[src/rtl/merge6_pkg.sv]
// Shared types and defaults for the merge6 two-input packet merge.
package merge6_pkg;

  localparam int unsigned DefaultW    = 9;
  localparam int unsigned DefaultCntW = 16;
  localparam int unsigned AddrHi      = 8;
  localparam int unsigned AddrLo      = 5;

  typedef enum logic [1:0] {
    StIdle,
    StSendS,
    StSendOut
  } state_e;

endpackage

[src/rtl/rr_arb2.sv]
// Combinational two-way arbiter: a lone request wins, a tie goes to prio.
module rr_arb2 (
  input  logic req0,
  input  logic req1,
  input  logic prio,
  output logic gnt,
  output logic gnt_valid
);

  always_comb begin
    gnt_valid = req0 | req1;
    if (req0 && req1) begin
      gnt = prio;
    end else begin
      gnt = req1;
    end
  end

endmodule

[src/rtl/merge6.sv]
// Two-input packet merge: emits a source-select token on S, then the packet on Out.
// Define MERGE6_FIXED_PRIO_EN to make In0 always win ties instead of round-robin.
module merge6
  import merge6_pkg::*;
#(
  parameter int unsigned W     = DefaultW,
  parameter int unsigned CNT_W = DefaultCntW
) (
  input  logic             CLK,
  input  logic             _RESET,
  input  logic [W-1:0]     In0_data,
  input  logic             In0_valid,
  output logic             In0_ready,
  input  logic [W-1:0]     In1_data,
  input  logic             In1_valid,
  output logic             In1_ready,
  output logic             S_data,
  output logic             S_valid,
  input  logic             S_ready,
  output logic [W-1:0]     Out_data,
  output logic             Out_valid,
  input  logic             Out_ready,
  output logic [CNT_W-1:0] Cnt0,
  output logic [CNT_W-1:0] Cnt1
);

  state_e           state_q, state_d;
  logic [W-1:0]     pkt_q, pkt_d;
  logic             sel_q, sel_d;
  logic             prio_q, prio_d;
  logic [CNT_W-1:0] cnt0_q, cnt0_d;
  logic [CNT_W-1:0] cnt1_q, cnt1_d;
  logic             gnt, gnt_valid;

  rr_arb2 u_arb (
    .req0      (In0_valid),
    .req1      (In1_valid),
    .prio      (prio_q),
    .gnt       (gnt),
    .gnt_valid (gnt_valid)
  );

  // Readies come only from state and input valids, never from S_ready/Out_ready.
  always_comb begin
    state_d   = state_q;
    pkt_d     = pkt_q;
    sel_d     = sel_q;
    prio_d    = prio_q;
    cnt0_d    = cnt0_q;
    cnt1_d    = cnt1_q;
    In0_ready = 1'b0;
    In1_ready = 1'b0;
    S_valid   = 1'b0;
    Out_valid = 1'b0;
    unique case (state_q)
      StIdle: begin
        In0_ready = gnt_valid & ~gnt;
        In1_ready = gnt_valid & gnt;
        if (gnt_valid) begin
          pkt_d   = gnt ? In1_data : In0_data;
          sel_d   = gnt;
          state_d = StSendS;
        end
      end
      StSendS: begin
        S_valid = 1'b1;
        if (S_ready) state_d = StSendOut;
      end
      StSendOut: begin
        Out_valid = 1'b1;
        if (Out_ready) begin
          state_d = StIdle;
`ifdef MERGE6_FIXED_PRIO_EN
          prio_d  = 1'b0;
`else
          prio_d  = ~sel_q;
`endif
          if (sel_q) begin
            cnt1_d = cnt1_q + CNT_W'(1);
          end else begin
            cnt0_d = cnt0_q + CNT_W'(1);
          end
        end
      end
      default: state_d = StIdle;
    endcase
  end

  always_ff @(posedge CLK or negedge _RESET) begin
    if (!_RESET) begin
      state_q <= StIdle;
      pkt_q   <= '0;
      sel_q   <= 1'b0;
      prio_q  <= 1'b0;
      cnt0_q  <= '0;
      cnt1_q  <= '0;
    end else begin
      state_q <= state_d;
      pkt_q   <= pkt_d;
      sel_q   <= sel_d;
      prio_q  <= prio_d;
      cnt0_q  <= cnt0_d;
      cnt1_q  <= cnt1_d;
    end
  end

  assign S_data   = sel_q;
  assign Out_data = pkt_q;
  assign Cnt0     = cnt0_q;
  assign Cnt1     = cnt1_q;

endmodule

[config.mk]
export PLATFORM = sky130hd
export DESIGN_NAME = merge6
export DESIGN_NICKNAME = d
export VERILOG_FILES = /design/src/rtl/merge6_pkg.sv /design/src/rtl/rr_arb2.sv /design/src/rtl/merge6.sv
export SDC_FILE = /design/constraint.sdc
export NUM_CORES = 1
export LEC_CHECK = 0
export CELL_PAD_IN_SITES_DETAIL_PLACEMENT = 1
export CELL_PAD_IN_SITES_GLOBAL_PLACEMENT = 2
export CORE_MARGIN = 5
export CORE_UTILIZATION = 28
export DETAILED_ROUTE_END_ITERATION = 8
export MAX_ROUTING_LAYER = met4
export PLACE_DENSITY_LB_ADDON = 0.1
export SYNTH_ARGS = -nofsm -noshare
export SYNTH_HDL_FRONTEND = slang
export SYNTH_SLANG_ARGS = --single-unit
[constraint.sdc]
create_clock -name CLK -period 2.35 [get_ports CLK]
set_clock_uncertainty 0.1 [all_clocks]
set_input_delay 0.235 -clock CLK [delete_from_list [all_inputs] [get_ports CLK]]
set_output_delay 0.235 -clock CLK [all_outputs]
set_load 0.02 [all_outputs]
==> key figures, run 1 <==
Clocking
  – H-tree depth: 2
  – Clock slew at reported path FFs: roughly 0.090 ns
  – Post_cts resized: 0
  – Root buf cell: clkbuf_8
  – Clock Sinks: 45
  – Total CTS buffers: 5
  – TritonCTS clock tree: done
  – Max clock buf depth: 2
  – Worst skew pair latency: ~0.3 ns

Synth
  – Syn Nets: between 200 and 250
  – Synthesized area: ~0.0021 mm^2
  – Yosys reg bits: between 40 and 50
  – Sequential fraction of the synthesis area: approximately 54%
  – Area leader, netlist: dfrtp_1
  – Most frequent cell after synthesis: dfrtp_1
  – Synth Area in Adders: under 10%
  – Most frequently used flop master after synthesis: dfrtp_1
  – Commonest cells in the synthesized netlist: dfrtp_1, nand2_1, xnor2_1, o21ai_0, xor2_1
  – Post-synthesis compound-gate area fraction: under 10%
  – Post-synth EDFFs: 0
  – Ys Warns: 0
  – Synth top area cells: dfrtp_1, xnor2_1, xor2_1
  – Simple-Gate Fraction of Synth Area: between 20% and 30%
  – Combinational family with the most area after synthesis: simple AND/OR/NAND/NOR gates
  – Post-synthesis cell type count: 33
  – Post-synthesis mux area share: between 4 and 5%
  – Mapped Cells: 181
  – Yosys top cell area share: a little over half
  – FFs w/ async S/R, synth: 100%
  – Syn Area/Cell: 11.5 um^2
  – Xor/xnor share of the synthesized area: about 13%

STA
  – Setup ws final: between 0.2 and 0.25 ns
  – Maximum clock rate: approximately 470 MHz
  – WHS: 0.371 ns
  – Fin. Hold Viols: 0
  – Min Tclk post-route: 2.14 ns
  – Setup TNS: 0 ns
  – Slew headroom: 61.1%
  – Worst-Margin Slew: just under 0.6 ns
  – RSZ-0062 raised after global routing: false
  – Finish-stage setup viols: 0
  – Final period utilization: between 90% and 100%
  – Slew Limit Fails: 0

Power and ir drop
  – Peak supply drop: ~300 uV
  – Leak: 1.34 nW
  – Clock power share: around a fifth
  – Total internal power: around 1.6 mW
  – Combinational share of power: about two fifths
  – Switch Pwr: roughly 0.91 mW
  – Pwr Density: approximately 840 mW/mm^2
  – Sw frac: approximately 36%
  – Sequential share of power: between 40% and 50%

Placement
  – Inst Count DP: between 300 and 400
  – Port Buffers: 69
  – DP HPWL: ~3800 um
  – Area after DPL: just under 0.003 mm^2
  – GPL Wtd Cong: between 0.6 and 0.7
  – Dpl ws: about 0.20 ns

Detailed routing
  – Routed Wire Length: around 5100 um
  – Mean number of vias per cell: around 4.4
  – Top layer in use: met4
  – Final ANT Viol Nets: 0
  – Violation count after the first detailed-route iteration: 29
  – Drt wl/cell: about 14 um
  – Met3 routed WL: approximately 280 um
  – Drt pass-1 iters: 2
  – Drt drc: 0
  – Met1 Wirelength: 2510 um
  – Via count: approximately 1,600
  – WL met2: about 2300 um

Job
  – Max-cap violation count: 0

Worst setup path
  – CP max FO: 4
  – Slowest stage delay, CP: slightly above 0.6 ns
  – Worst setup path class: input port to output pin
  – Crit path capture type: output pin
  – Critical Path, Cell by Cell: clkdlybuf4s50_1 > inv_1 > o21ai_1 > nor2b_1 > clkdlybuf4s50_1
  – Slowest CP cell: clkdlybuf4s50_1
  – Critical Path Start Type: input port
  – CP dominant cell by count: clkdlybuf4s50_1
  – Worst EP arrival: approximately 1.8 ns
  – Required @ worst endpoint: a little over 2 ns

Final layout
  – # diodes: 0
  – Final Instance Area: between 0.003 and 0.004 mm^2
  – Finished Layout Cells: ~360
  – Area delta synth->final: 44.1%
  – Share of layout cells above drive strength 1: 9.23%
  – Layout net count: 285

Floorplanning
  – CORE AREA: slightly above 0.007 mm^2
  – Die area: slightly above 0.009 mm^2
  – Die height: approximately 96 um
  – Starting density of the core: between 20% and 30%
  – Cell Rows: 31
  – Ports: 70
  – Die Span X: a little under 100 um

GRT
  – First-pass GRT wire length: 8940 um
  – Initial antenna violation count: 0
  – Largest net degree at the start of global routing: 46
  – GR Overflow Total: 0
  – Total GRT Usage: roughly 13%
  – Vias in the first global route: approximately 1,800

Worst hold path
  – Hold Path Class: register to register

Status
  – Outcome: complete, no violations
per-layer routing:
layer  global-route usage [%]  up-vias
li1                         -      772
met1                     17.1      760
met2                     18.7       45
met3                     3.99        6
met4                     2.80        0
met5                        -        -
worst paths after layout:
| kind | cells after the start | endpoint | slack (ns) | startpoint |
|---|---|---|---|---|
| hold reg to reg | 1 | Cnt0[15]$_DFFE_PN0P_ | 0.37 | Cnt0[15]$_DFFE_PN0P_ |
| setup reg to reg | 4 | Cnt0[11]$_DFFE_PN0P_ | 0.67 | state_q[0]$_DFFE_PN0P_ |
| max in group asynchronous | 3 | Out_data[3]$_DFFE_PN0P_ | 1.29 | _RESET |
| min in group asynchronous | 3 | Cnt0[4]$_DFFE_PN0P_ | 0.46 | _RESET |
| setup / recovery | 5 | In0_ready | 0.21 | In0_valid |
| hold / removal | 1 | Cnt0[15]$_DFFE_PN0P_ | 0.37 | Cnt0[15]$_DFFE_PN0P_ |
power by group through the flow:
| stage | combinational (mW) | clock, mW | sequential [mW] |
|---|---|---|---|
| finish | 0.957 | 0.481 | 1.08 |
| global route | 1.05 | 0.538 | 1.11 |
| CTS | 0.977 | 0.503 | 1.08 |
| detailed placement | 0.971 | 0 | 1.10 |
| global placement | 0.967 | 0 | 1.09 |
| floorplan | 0.343 | 0 | 1.22 |
cells by family after synthesis:
logic type / after synthesis
and+or+nand+nor: 71
xor gates and xnor gates: 30
muxes: 10
AOI/OAI and AO/OA: 15
adders and majority gates: 2
buffers and inverters: 8
DFF: 45
flip-flops by register name (all words and copies together) (netlist names):
signal	flops
Out_data	9
Cnt0	16
prio_q	1
Cnt1	16
state_q	2
S_data	1
worst max-delay path, delay by kind of cell:
family / cells / cell delay (ns)
AOI/OAI and AO/OA: 1 / 0.25
buffers and inverters: 3 / 1.14
and+or+nand+nor: 1 / 0.17
cell type report:
cell class	count	area [um^2]
timing repair buffer	75	733
sequential	45	1130
clock buffer	7	76.3
tap	99	124
inverter	4	15.0
multi-input combinational	128	926
fill	819	4250
clock inverter	1	7.51
repair_timing:
action / in CTS / in global routing
endpoints found under the hold margin: 45 / 0
setup buffers: 0 / 0
hold buffers: 1 / 0
cell usage in the layout, fill, tap and decap left out, types with 3 or more instances in the layout:
cell and instances:
dfrtp_1 45, xor2_1 12, nand2_1 27, inv_1 4
xnor2_1 18, nor3_2 3, buf_4 5, o21ai_0 10
clkbuf_8 5, and3_1 4, clkdlybuf4s50_1 68, nand3_1 7
nor2_1 7, and4_1 3, nand4_1 5, mux2i_1 9
through the flow:
step                total power, mW  util, %
floorplan                      1.56        -
global placement               2.06     40.2
detailed placement             2.07     40.2
CTS                            2.56     41.5
global route                   2.70     41.5
finish                         2.51     41.5
Note: power is estimated with default switching activity, not from simulation.
==> run 2, diff against run 1 <==
- ABC_AREA: unset -> 1
- CORE_MARGIN: 5 -> 8
- GPL_TIMING_DRIVEN: unset -> 0
==> run 2 against run 1 <==
Sequential power hardly changed. Largest cell class unchanged. Non-clock buffer count is 1 lower. Routed wire length is 31% higher. Synthesized area is 10% higher.
==> key figures, run 2 <==
Status
  – Outcome: complete, no violations

Synth
  – Yosys reg bits: between 40 and 50
  – Most frequent cell after synthesis: nand2_1
  – Post-synth EDFFs: 0
  – FFs w/ async S/R, synth: between 90% and 100%
  – Sequential fraction of the synthesis area: between 40% and 50%
  – Syn Nets: just over 300
  – Post-synthesis cell type count: 23
  – Mapped Cells: approximately 280
  – Commonest cells in the synthesized netlist: nand2_1, dfrtp_1, nor2_1, inv_1, nand3_1
  – Yosys top cell area share: 49.0%
  – Most frequently used flop master after synthesis: dfrtp_1
  – Synth top area cells: dfrtp_1, nand2_1, nor2_1
  – Syn Area/Cell: roughly 8.1 um^2
  – Ys Warns: 0
  – Synthesized area: approximately 0.0023 mm^2
  – Area leader, netlist: dfrtp_1

STA
  – Maximum clock rate: 474 MHz
  – RSZ-0062 raised after global routing: false
  – Finish-stage setup viols: 0
  – Slew headroom: about two thirds
  – WHS: 0.347 ns
  – Setup ws final: ~0.24 ns
  – Slew Limit Fails: 0
  – Fin. Hold Viols: 0
  – Worst-Margin Slew: approximately 0.53 ns
  – Final period utilization: between 80 and 90%
  – Min Tclk post-route: between 2 and 2.5 ns
  – Setup TNS: 0 ns

Power and ir drop
  – Pwr Density: between 800 and 900 mW/mm^2
  – Leak: 1.49 nW
  – Peak supply drop: 429 uV

Worst setup path
  – RR Endpoint: Cnt0[10]$_DFFE_PN0P_
  – Worst setup path class: register to output pin
  – Critical Path Start Type: register
  – Worst EP arrival: ~1.8 ns
  – Crit path capture type: output pin
  – Family with the most delay on the worst path: buffers and inverters
  – Reg2reg path depth: 9
  – Internal reg-to-reg setup slack: between 0.7 and 0.8 ns
  – Required @ worst endpoint: between 2 and 2.5 ns
  – Slowest stage delay, CP: roughly 0.43 ns
  – Critical Path, Cell by Cell: inv_1 > o211ai_1 > buf_2 > nor2_1 > dlygate4sd2_1
  – Slowest CP cell: dfrtp_1
  – Reg2reg start: Cnt0[1]$_DFFE_PN0P_
  – CP max FO: 10
  – Bufs and invs on worst path: 3

Final layout
  – Finished Layout Cells: around 470
  – Most common cell after layout, fill and taps aside: nand2_1
  – Area delta synth->final: 40.1%
  – Fill count: 1,011
  – Layout net count: roughly 390
  – Share of layout cells above drive strength 1: a little under 6%
  – # diodes: 0
  – Area occupied by multi-input gates: about 0.0010 mm^2
  – Most frequent cells in the layout: nand2_1, clkdlybuf4s50_1, dfrtp_1
  – Reg area: 0.00113 mm^2
  – Final Core Density: between 30% and 40%

Placement
  – DP HPWL: just over 5000 um
  – Inst Count DP: 459
  – Port Buffers: 69
  – GPL Wtd Cong: between 0.7 and 0.8
  – Dpl ws: -0.123 ns

Clocking
  – Max clock buf depth: 2
  – Post-CTS Setup Inserts: 0
  – Total CTS buffers: 5
  – Clock Sinks: 45
  – Clock slew at reported path FFs: roughly 0.080 ns
  – H-tree depth: 2
  – Root buf cell: clkbuf_8
  – TritonCTS clock tree: done
  – Worst skew pair latency: between 0.2 and 0.3 ns

Floorplanning
  – Die height: around 110 um
  – Starting density of the core: ~28%
  – Cell Rows: 33
  – Ports: 70
  – Die Span X: between 100 and 150 um
  – Die area: 0.0114 mm^2
  – CORE AREA: between 0.008 and 0.009 mm^2

Detailed routing
  – Drt wl/cell: around 14 um
  – Final ANT Viol Nets: 0
  – Drt drc: 0
  – Via count: 2,077
  – Drt pass-1 iters: 4
  – Routed Wire Length: ~6700 um
  – Mean number of vias per cell: 4.46
  – Violation count after the first detailed-route iteration: 39

GRT
  – Initial antenna violation count: 0
  – Total GRT Usage: about an eighth
  – First-pass GRT wire length: between 10,000 and 15,000 um
  – Vias in the first global route: roughly 2,200
  – Largest net degree at the start of global routing: 26
  – GR Overflow Total: 0

Worst hold path
  – Hold Path Class: input port to asynchronous set/reset pin

Job
  – Max-cap violation count: 0
[run 2: repair_timing]
| action | in CTS | in global routing |
|---|---|---|
| endpoints found under the hold margin | 20 | 0 |
| endpoints found under the setup margin | 2 | 0 |
| hold buffers | 1 | 0 |
| gates resized for setup | 4 | 0 |
[run 2: per-layer routing]
metal	global-route usage [%]	share of wire, %
met1	15.6	46
met2	20.7	48
met3	3.66	5.2
met4	3.62	1.2
met5	-	0
[run 2: area by class of cell]
| class | instances | area share, % |
|---|---|---|
| plain buffers | 3 | 0.505 |
| clock inverters | 1 | 0.155 |
| repair buffers | 71 | 22.1 |
| inverters | 31 | 3.61 |
| flip-flops and latches | 45 | 35.0 |
| well taps | 105 | 4.08 |
| clock buffers | 5 | 2.14 |
| multi-input cells | 205 | 32.4 |
[run 2: report_power, final]
group | leakage (nW) | switching (mW) | total [mW] | internal (mW)
combinational | 0.870 | 0.595 | 1.06 | 0.465
sequential | 0.581 | 0.137 | 1.07 | 0.938
clock | 0.0399 | 0.264 | 0.461 | 0.197
[run 2: worst max path at each step]
stage	from	endpoint	slack, ns	cells after the start
floorplan	Cnt0[0]$_DFFE_PN0P_	Cnt0[8]$_DFFE_PN0P_	0.73	7
global placement	_RESET	Cnt1[10]$_DFFE_PN0P_	-0.55	1
detailed placement	In1_valid	In1_ready	-0.12	5
CTS	state_q[0]$_DFFE_PN0P_	In0_ready	0.17	5
global route	state_q[0]$_DFFE_PN0P_	In0_ready	0.08	5
finish	state_q[0]$_DFFE_PN0P_	In0_ready	0.24	5
[run 2: worst register-to-register path: stages (launching register included)]
cell and delay [ns]:
dfrtp_1 0.42, ha_1 0.20, nand2_1 0.06, nor2_1 0.22, nand2_1 0.14, nor2_4 0.19
nand2_2 0.08, nor2_1 0.09, nand2_1 0.05, nand2_1 0.05
[run 2: cells by family after synthesis]
family,after synthesis,synth area share (%)
simple gates,171,34.1
flops,45,49.0
buf+inv,34,5.61
xor+xnor,18,6.86
compound gates,14,3.37
fa+ha+maj,2,1.09
[run 2: metrics by stage]
| step | total power [mW] | cell area, um^2 |
|---|---|---|
| after floorplan | 1.64 | 2300 |
| after global placement | 2.16 | 3120 |
| after detailed placement | 2.18 | 3140 |
| after CTS | 2.67 | 3220 |
| after global routing | 2.79 | 3220 |
| final | 2.60 | 3220 |
==> run 3, diff against run 2 <==
- GPL_ROUTABILITY_DRIVEN: unset -> 0
==> results of run 3 <==
Same layout as run 2: the final DEF is identical, and so are final timing and power.
